### src/rtl/round_step_scheduler_pkg.sv
// Shared constants and state encoding for the Keccak round/step scheduler.
// The ERROR state exists only when STEP_TIMEOUT_EN is defined.
package round_step_scheduler_pkg;

    localparam int NUM_STEPS_DEF  = 5;
    localparam int NUM_ROUNDS_DEF = 24;

    localparam int STEP_THETA = 0;
    localparam int STEP_RHO   = 1;
    localparam int STEP_PI    = 2;
    localparam int STEP_CHI   = 3;
    localparam int STEP_IOTA  = 4;

    localparam int LANE_BITS   = 64;
    localparam int STATE_CELLS = 25 * LANE_BITS;

    typedef enum logic [2:0] {
        ST_IDLE  = 3'd0,
        ST_RUN   = 3'd1,
        ST_GAP   = 3'd2,
        ST_VALID = 3'd3
`ifdef STEP_TIMEOUT_EN
        ,
        ST_ERROR = 3'd4
`endif
    } state_e;

    function automatic logic [7:0] step_onehot(input logic [2:0] idx);
        return 8'(1) << idx;
    endfunction

endpackage

### src/rtl/round_step_scheduler_if.sv
// Control/strobe bundle between the scheduler and the step datapaths.
// master = scheduler side, slave = controller / datapath side.
interface round_step_scheduler_if
    import round_step_scheduler_pkg::*;
#(
    parameter int NUM_STEPS = NUM_STEPS_DEF
);
    logic                 start;
    logic                 ready;
    logic [NUM_STEPS-1:0] step_done;
    logic [NUM_STEPS-1:0] step_count;
    logic [NUM_STEPS-1:0] step_write;
    logic [2:0]           step_sel;
    logic [4:0]           round;
    logic                 out_valid;
    logic                 out_ack;
    logic                 error;

    modport master (
        input  start, step_done, out_ack,
        output ready, step_count, step_write, step_sel,
        output round, out_valid, error
    );

    modport slave (
        output start, step_done, out_ack,
        input  ready, step_count, step_write, step_sel,
        input  round, out_valid, error
    );

endinterface

### src/rtl/round_step_scheduler_counter.sv
// Wrapping up-counter with enable, programmable max and overflow flag.
// Clear has priority over enable.
module round_step_scheduler_counter #(
    parameter int W = 5
) (
    input  logic         clk,
    input  logic         rst,
    input  logic         clr,
    input  logic         en,
    input  logic [W-1:0] max,
    output logic [W-1:0] count,
    output logic         ovf
);
    logic [W-1:0] count_q, count_d;

    assign ovf   = (count_q == max);
    assign count = count_q;

    always_comb begin
        count_d = count_q;
        if (clr) begin
            count_d = '0;
        end else if (en) begin
            count_d = ovf ? '0 : count_q + 1'b1;
        end
    end

    always_ff @(posedge clk) begin
        if (rst) begin
            count_q <= '0;
        end else begin
            count_q <= count_d;
        end
    end

endmodule

### src/rtl/round_step_scheduler.sv
// Keccak round/step sequencer: one-hot count/write strobes per step, a gap
// cycle between steps, valid/ack result. Optional watchdog: STEP_TIMEOUT_EN.
module round_step_scheduler
    import round_step_scheduler_pkg::*;
#(
    parameter int NUM_STEPS  = NUM_STEPS_DEF,
    parameter int NUM_ROUNDS = NUM_ROUNDS_DEF
`ifdef STEP_TIMEOUT_EN
    ,
    parameter int TIMEOUT_CYCLES = 2048
`endif
) (
    input logic                    clk,
    input logic                    rst,
    round_step_scheduler_if.master bus
);
    localparam logic [2:0] LAST_STEP = 3'(NUM_STEPS - 1);
    localparam logic [2:0] FIRST_STEP = 3'(STEP_THETA);

    state_e     state_q, state_d;
    logic [2:0] step_q, step_d;
    logic [4:0] round_cnt;
    logic       round_ovf;
    logic       round_en;
    logic       round_clr;

    assign round_en  = (state_q == ST_GAP) && (step_q == LAST_STEP) && !round_ovf;
    // Rewind at ack so IDLE always shows the reset-time outputs.
    assign round_clr = (state_q == ST_VALID) && bus.out_ack;

    round_step_scheduler_counter #(.W(5)) u_round (
        .clk   (clk),
        .rst   (rst),
        .clr   (round_clr),
        .en    (round_en),
        .max   (5'(NUM_ROUNDS - 1)),
        .count (round_cnt),
        .ovf   (round_ovf)
    );

`ifdef STEP_TIMEOUT_EN
    localparam int WD_W = (TIMEOUT_CYCLES > 2) ? $clog2(TIMEOUT_CYCLES) : 1;

    logic [WD_W-1:0] wd_cnt_unused;
    logic            wd_ovf;

    round_step_scheduler_counter #(.W(WD_W)) u_wd (
        .clk   (clk),
        .rst   (rst),
        .clr   (state_q != ST_RUN),
        .en    (state_q == ST_RUN),
        .max   (WD_W'(TIMEOUT_CYCLES - 1)),
        .count (wd_cnt_unused),
        .ovf   (wd_ovf)
    );
`endif

    always_comb begin
        state_d = state_q;
        step_d  = step_q;
        unique case (state_q)
            ST_IDLE: begin
                if (bus.start) begin
                    state_d = ST_RUN;
                    step_d  = FIRST_STEP;
                end
            end
            ST_RUN: begin
                if (bus.step_done[step_q]) begin
                    state_d = ST_GAP;
                end
`ifdef STEP_TIMEOUT_EN
                else if (wd_ovf) begin
                    state_d = ST_ERROR;
                end
`endif
            end
            ST_GAP: begin
                if (step_q != LAST_STEP) begin
                    step_d  = step_q + 3'd1;
                    state_d = ST_RUN;
                end else if (!round_ovf) begin
                    step_d  = FIRST_STEP;
                    state_d = ST_RUN;
                end else begin
                    state_d = ST_VALID;
                end
            end
            ST_VALID: begin
                if (bus.out_ack) begin
                    state_d = ST_IDLE;
                    step_d  = FIRST_STEP;
                end
            end
`ifdef STEP_TIMEOUT_EN
            ST_ERROR: state_d = ST_ERROR;
`endif
            default: state_d = ST_IDLE;
        endcase
    end

    always_ff @(posedge clk) begin
        if (rst) begin
            state_q <= ST_IDLE;
            step_q  <= FIRST_STEP;
        end else begin
            state_q <= state_d;
            step_q  <= step_d;
        end
    end

    assign bus.ready      = (state_q == ST_IDLE);
    assign bus.step_count = (state_q == ST_RUN) ? NUM_STEPS'(step_onehot(step_q)) : '0;
    assign bus.step_write = bus.step_count;
    assign bus.step_sel   = step_q;
    assign bus.round      = round_cnt;
    assign bus.out_valid  = (state_q == ST_VALID);
`ifdef STEP_TIMEOUT_EN
    assign bus.error      = (state_q == ST_ERROR);
`else
    assign bus.error      = 1'b0;
`endif

endmodule

### src/flat_wrapper.sv
// flat-port wrapper written by rule: the top's interface ports become plain ports
module round_step_scheduler_flat import round_step_scheduler_pkg::*;
#(
    parameter int NUM_STEPS  = NUM_STEPS_DEF,
    parameter int NUM_ROUNDS = NUM_ROUNDS_DEF

)
  (clk, rst, bus_start, bus_step_done, bus_out_ack, bus_ready, bus_step_count, bus_step_write, bus_step_sel, bus_round, bus_out_valid, bus_error);
  round_step_scheduler_if #(.NUM_STEPS(NUM_STEPS)) bus_i ();
  input logic clk;
  input logic rst;
  input wire logic [$bits(bus_i.start)-1:0] bus_start;
  input wire logic [$bits(bus_i.step_done)-1:0] bus_step_done;
  input wire logic [$bits(bus_i.out_ack)-1:0] bus_out_ack;
  output wire logic [$bits(bus_i.ready)-1:0] bus_ready;
  output wire logic [$bits(bus_i.step_count)-1:0] bus_step_count;
  output wire logic [$bits(bus_i.step_write)-1:0] bus_step_write;
  output wire logic [$bits(bus_i.step_sel)-1:0] bus_step_sel;
  output wire logic [$bits(bus_i.round)-1:0] bus_round;
  output wire logic [$bits(bus_i.out_valid)-1:0] bus_out_valid;
  output wire logic [$bits(bus_i.error)-1:0] bus_error;
  assign bus_i.start = bus_start;
  assign bus_i.step_done = bus_step_done;
  assign bus_i.out_ack = bus_out_ack;
  assign bus_ready = bus_i.ready;
  assign bus_step_count = bus_i.step_count;
  assign bus_step_write = bus_i.step_write;
  assign bus_step_sel = bus_i.step_sel;
  assign bus_round = bus_i.round;
  assign bus_out_valid = bus_i.out_valid;
  assign bus_error = bus_i.error;
  round_step_scheduler #(.NUM_STEPS(NUM_STEPS), .NUM_ROUNDS(NUM_ROUNDS)) u_core (.clk(clk), .rst(rst), .bus(bus_i));
endmodule
### config.mk
export PLATFORM = sky130hd
export DESIGN_NAME = round_step_scheduler_flat
export DESIGN_NICKNAME = d
export VERILOG_FILES = /design/src/rtl/round_step_scheduler_pkg.sv /design/src/rtl/round_step_scheduler_if.sv /design/src/rtl/round_step_scheduler_counter.sv /design/src/rtl/round_step_scheduler.sv /design/src/flat_wrapper.sv
export SDC_FILE = /design/constraint.sdc
export NUM_CORES = 1
export LEC_CHECK = 0
export ABC_CLOCK_PERIOD_IN_PS = 1900
export BUFFER_PORTS_ARGS = -buffer_cell sky130_fd_sc_hd__buf_2
export CAP_MARGIN = 0
export CELL_PAD_IN_SITES_DETAIL_PLACEMENT = 0
export CELL_PAD_IN_SITES_GLOBAL_PLACEMENT = 1
export CORE_UTILIZATION = 33
export CTS_CLUSTER_DIAMETER = 120
export DETAILED_ROUTE_END_ITERATION = 6
export GPL_TIMING_DRIVEN = 0
export PLACE_DENSITY_LB_ADDON = 0.1
export SLEW_MARGIN = 20
export SYNTH_ARGS = -nofsm -noshare
export SYNTH_HDL_FRONTEND = slang
export SYNTH_SLANG_ARGS = --single-unit
### constraint.sdc
create_clock -name clk -period 1.9 [get_ports clk]
set_clock_uncertainty 0.2 [all_clocks]
set_input_delay 0.095 -clock clk [delete_from_list [all_inputs] [get_ports clk]]
set_output_delay 0.095 -clock clk [all_outputs]
set_load 0.05 [all_outputs]
Word-level counts from Yosys, hierarchy flattened
Index checks and enable logic that the tools add are counted.
{"block": "word_totals", "input_bits": 9, "regBits": 11, "output_inout_bits": 21}
{"block": "op_classes", "order_cmp": 1, "eq_ne": 10, "muxes": 14, "reduce_logical": 9, "n_addsub": 2, "shift": 1}
{"op": "3-bit 2-to-1 mux", "count": 7}
{"op": "3-bit case mux with 4 select lines", "count": 1}
{"op": "5-bit 2-to-1 mux", "count": 2}
{"op": "3-bit case mux with 3 select lines", "count": 1}
{"op": "3-bit by 2-bit equality test with 1-bit output, second input constant", "count": 2}
{"op": "3-bit inequality test, second input constant", "count": 2}
{"op": "5-bit by 1-bit adder with 5-bit output, second input constant", "count": 1}
{"op": "5-bit equality test, second input constant", "count": 1}
{"op": "1-bit by 3-bit left shift with 5-bit output, first input constant", "count": 1}
{"op": "3-bit by 4-bit < comparator with 1-bit output, second input constant", "count": 1}
{"op": "2-bit inequality test, second input constant", "count": 2}
{"op": "4-bit AND reduction", "count": 1}
{"op": "3-bit by 1-bit adder with 3-bit output, second input constant", "count": 1}
{"op": "1-bit binary-select mux with 3-bit select", "count": 1}
{"op": "3-bit by 1-bit equality test with 1-bit output, second input constant", "count": 1}
{"op": "3-bit equality test, second input constant", "count": 1}
{"op": "1-bit logical AND", "count": 3}
{"op": "3-bit logical NOT", "count": 1}
{"op": "3-bit AND reduction", "count": 1}
{"op": "3-bit nonzero test", "count": 1}
{"op": "2-bit 2-to-1 mux", "count": 1}
{"op": "2-bit by 1-bit inequality test with 1-bit output, second input constant", "count": 1}
{"op": "2-bit OR reduction", "count": 1}
{"op": "1-bit logical NOT", "count": 1}
{"op": "1-bit 2-to-1 mux", "count": 1}

Depth between registers and ports, before layout
{"block": "logic_depth", "depth_word": 4, "mapped_depth": 6, "mapped_depth_nobuf": 6}

By module
From an unflattened synthesis, not the netlist that was laid out.
{"block": "hier_totals", "hier_cells": 101, "area_unflattened_um2": 898.4}
{"module": "round_step_scheduler", "cells_each": 62, "area_each_um2": 533.0, "n_inst": 1}
{"module": "round_step_scheduler_counter", "cells_each": 39, "area_each_um2": 365.4, "n_inst": 1}

Worst setup path after synthesis
OpenSTA, ideal clock, no wires.
{"block": "synth_path", "path_kind": "register -> output", "from": "reg u_core.step_q[0] (netlist: u_core.bus.step_sel[0])", "to": "out bus_step_write[4]", "arrival_ps": 1981, "path_stages_with_launch": 6, "t_required_ps": 1605, "path_slack_ps": -376, "n_path_buf": 1, "cell_sequence": "dfxtp_1 > inv_1 > ha_1 > nand2_1 > nor2_1 > buf_4"}
{"block": "synth_via", "elab_chain_len": 2}
{"element": "from (decl)", "line_no": "round_step_scheduler.sv:21", "source": "logic [2:0] step_q, step_d;"}
{"element": "from (signal assigned)", "line_no": "round_step_scheduler.sv:108", "source": "step_q <= step_d;"}
{"element": "1-bit by 3-bit left shift with 5-bit output", "line_no": "round_step_scheduler_pkg.sv:29", "source": "return 8'(1) << idx;"}
{"element": "5-bit 2-to-1 mux", "line_no": "round_step_scheduler.sv:113", "source": "assign bus.step_count = (state_q == ST_RUN) ? NUM_STEPS'(step_onehot(step_q)) : '0;"}
{"element": "to (decl)", "line_no": "flat_wrapper.sv:17", "source": "output wire logic [$bits(bus_i.step_write)-1:0] bus_step_write;"}
No other way between the ends.

Worst setup path in the final report
{"block": "layout_path", "from": "reg u_core.step_q[0] (netlist: u_core.bus.step_sel[0])", "to": "out bus_step_write[3]"}
The elaborated chain is that of the path after synthesis.

==> results.json <==
{
  "synth_area_sq_um": 717,
  "ir_drop_mv": 0.404,
  "clock-root-buffer": "clkbuf_4",
  "die-area_sq_mm": 0.00236,
  "syn_inst": 81,
  "hold_violations": 0,
  "num_io_pins": 30,
  "hpwl_microns": 1210,
  "critPathBufInv": 2,
  "power_density_mw_per_mm2": 586,
  "dr.pass1.iters": 7,
  "clkLatencyLatePin_ps": 260,
  "vias_per_cell": 4.66,
  "layout-drive-gt1-share": 0.474,
  "cts_tree": "done",
  "synth_compound_area_frac": 0.169,
  "p_comb_frac": 0.339,
  "crit_slowest_cell": "dfxtp_4",
  "yosys.area_share.adder": 0.105,
  "globalplace.congestion": 0.746,
  "clk_pin_slew_ps": 60,
  "area_growth_pct": 33.2,
  "layout_min_cycle_time_ps": 1830,
  "cts_setup_buffers": 0,
  "finalNetCount": 131,
  "hold_class": "in2reg",
  "die_w_microns": 48.6,
  "grt_usage": 0.133,
  "critPathArrivalTime_ps": 1530,
  "cp-start-kind": "flop",
  "yosysUniqueCellTypes": 33,
  "seq_area_frac_synth": 0.279,
  "p_int_w": 0.000359,
  "synth_fp_nets": 96,
  "crit_fanout": 10,
  "criticalPathCategory": "reg2out",
  "synth_top_family_by_area": "simple AND/OR/NAND/NOR gates",
  "crit_family": "flip-flops",
  "drtIter0Drc": 11,
  "portBuffers": 28,
  "synthXorXnorAreaFrac": 0.0366,
  "cts_buffers": 3,
  "final_common_cell": "buf_2",
  "clock-sinks": 10,
  "start_util": 0.358,
  "antenna_found_initial": 0,
  "grt_max_degree": 11,
  "routed_wl_microns": 1500,
  "core-area_sq_mm": 0.00200,
  "worstPathRequired_ps": 1600,
  "die_height_microns": 48.6,
  "grt_pass1_wl_microns": 2530,
  "synth_mux_area_frac": 0.0419,
  "drv_slew": 0,
  "cap_violations": 0,
  "finalSetupViolations": 0,
  "final_cell_mix": "26 x buf_2, 9 x buf_4, 7 x inv_1, 7 x nor2_1",
  "drc": 0,
  "clkPwrFrac": 0.251,
  "crit_chain": "ha_1 -> ha_1 -> and3_2 -> buf_4 -> buf_4",
  "status": "complete, no violations",
  "grt_pass1_vias": 593,
  "slowest_delay_ps": 380,
  "n_antenna_cell": 0,
  "clockBufferDepth": 2,
  "num_rows": 16,
  "p_leak_nw": 0.465,
  "power_w": 0.000559,
  "synth_seq_cells": 10,
  "overflow": 0,
  "synth-simple-area-share": 0.253,
  "ant_nets": 0,
  "power.switching_w": 0.000200,
  "max_freq_mhz": 548,
  "vias": 657,
  "htreeDepth": 1,
  "end_kind": "output port",
  "fin_tns_setup_ps": 0,
  "swShare": 0.357,
  "rsz0062_at_grt": "false",
  "synth_area_per_cell_sq_um": 8.85,
  "drt-wirelength-per-cell_microns": 10.7,
  "yosys_warnings": 0,
  "fin_crit_sh": 0.961,
  "seqPwrFrac": 0.410
}
[power by group through the flow]
stage / logic (W) / registers (W) / clock network, W
3_3_place_gp: 0.000187 / 0.000234 / 0
4_1_cts: 0.000191 / 0.000229 / 0.000147
3_5_place_dp: 0.000187 / 0.000234 / 0
5_1_grt: 0.000206 / 0.000232 / 0.000158
6_report: 0.000190 / 0.000229 / 0.000140
2_1_floorplan: 0.000141 / 0.000240 / 0
[synth_stat cells]
master,n,area share
dfxtp_1,10,0.28
conb_1,1,0.0052
nor3_1,2,0.014
o22ai_1,1,0.0087
nand4_1,1,0.0087
and2_1,3,0.026
a21oi_1,3,0.021
ha_1,6,0.10
nor2_1,8,0.042
or2b_1,1,0.010
mux2i_1,3,0.042
buf_4,7,0.073
o221ai_1,1,0.012
or2_2,1,0.0087
o311a_1,1,0.014
and3_1,1,0.0087
a211oi_1,1,0.010
nand3_1,1,0.0070
o32ai_1,1,0.012
nor4_1,1,0.0087
o21ai_0,1,0.0070
nand2b_1,3,0.026
a21o_1,1,0.010
or3b_2,2,0.024
inv_1,7,0.037
a221oi_4,1,0.037
nand2_1,3,0.016
xor2_1,2,0.024
a2111oi_2,1,0.021
and4b_1,2,0.028
xnor2_1,1,0.012
and2b_2,2,0.024
o2111a_1,1,0.016
[area by class of cell]
class,instances,area [sq um]
sequential,10,209
buffer,7,52.6
timing repair buffer,30,165
fill,228,1050
multi-input combinational,57,445
inverter,7,26.3
clock buffer,3,22.5
tap,27,33.8
[flip-flops by register name, summed over array words and instances (netlist names)]
register,flops
u_core.u_round.count,5
u_core.bus.step_sel,3
u_core.state_q,2
[metal layers]
metal	part of all wire	track usage	vias to the layer above
met4	0.0040	0.0588	0
met2	0.48	0.236	22
met1	0.46	0.162	287
li1	-	-	346
met3	0.053	0.0126	2
met5	0	0	-
[cell families after synthesis]
group | count (synthesis)
buf+inv | 14
other cells | 1
fa+ha+maj | 6
xor+xnor | 3
mux | 3
compound gates | 13
simple gates | 31
flops | 10
[metrics by stage]
stage          utilization  area (sq um)  setup WS [ps]  instances  hold WS [ps]
3_3_place_gp         0.450           901           53.8        136           155
4_1_cts              0.471           943           19.2        141          54.6
5_1_grt              0.477           955           3.37        141          85.4
3_5_place_dp         0.450           901           30.2        136           161
2_1_floorplan            -           727           19.0         81         -36.1
6_report             0.477           955           74.2        141          45.3
[worst reg2reg max path: stages, from the launching register on]
cell      delay [ps]
dfxtp_2          380
inv_1            100
ha_2             200
and4b_2          260
a221oi_4         370
mux2i_1          210
[final timing paths]
path | startpoint | slack, ps | depth (start not counted) | endpoint
max reg2reg | u_core.bus.step_sel[1] | 110 | 5 | u_core.bus.step_sel[1]
min reg2reg | u_core.bus.step_sel[1] | 310 | 2 | u_core.bus.step_sel[1]
max | u_core.bus.step_sel[0] | 70 | 5 | bus_step_write[3]
min | bus_out_ack | 50 | 3 | u_core.u_round.count[0]
[what timing repair did]
action | 4_1_cts | 5_1_grt
hold buffers | 2 | 0
gates resized for setup | 0 | 7
endpoints found under the setup margin | 0 | 6
endpoints found under the hold margin | 4 | 0
Power figures use the tool's default switching activity.
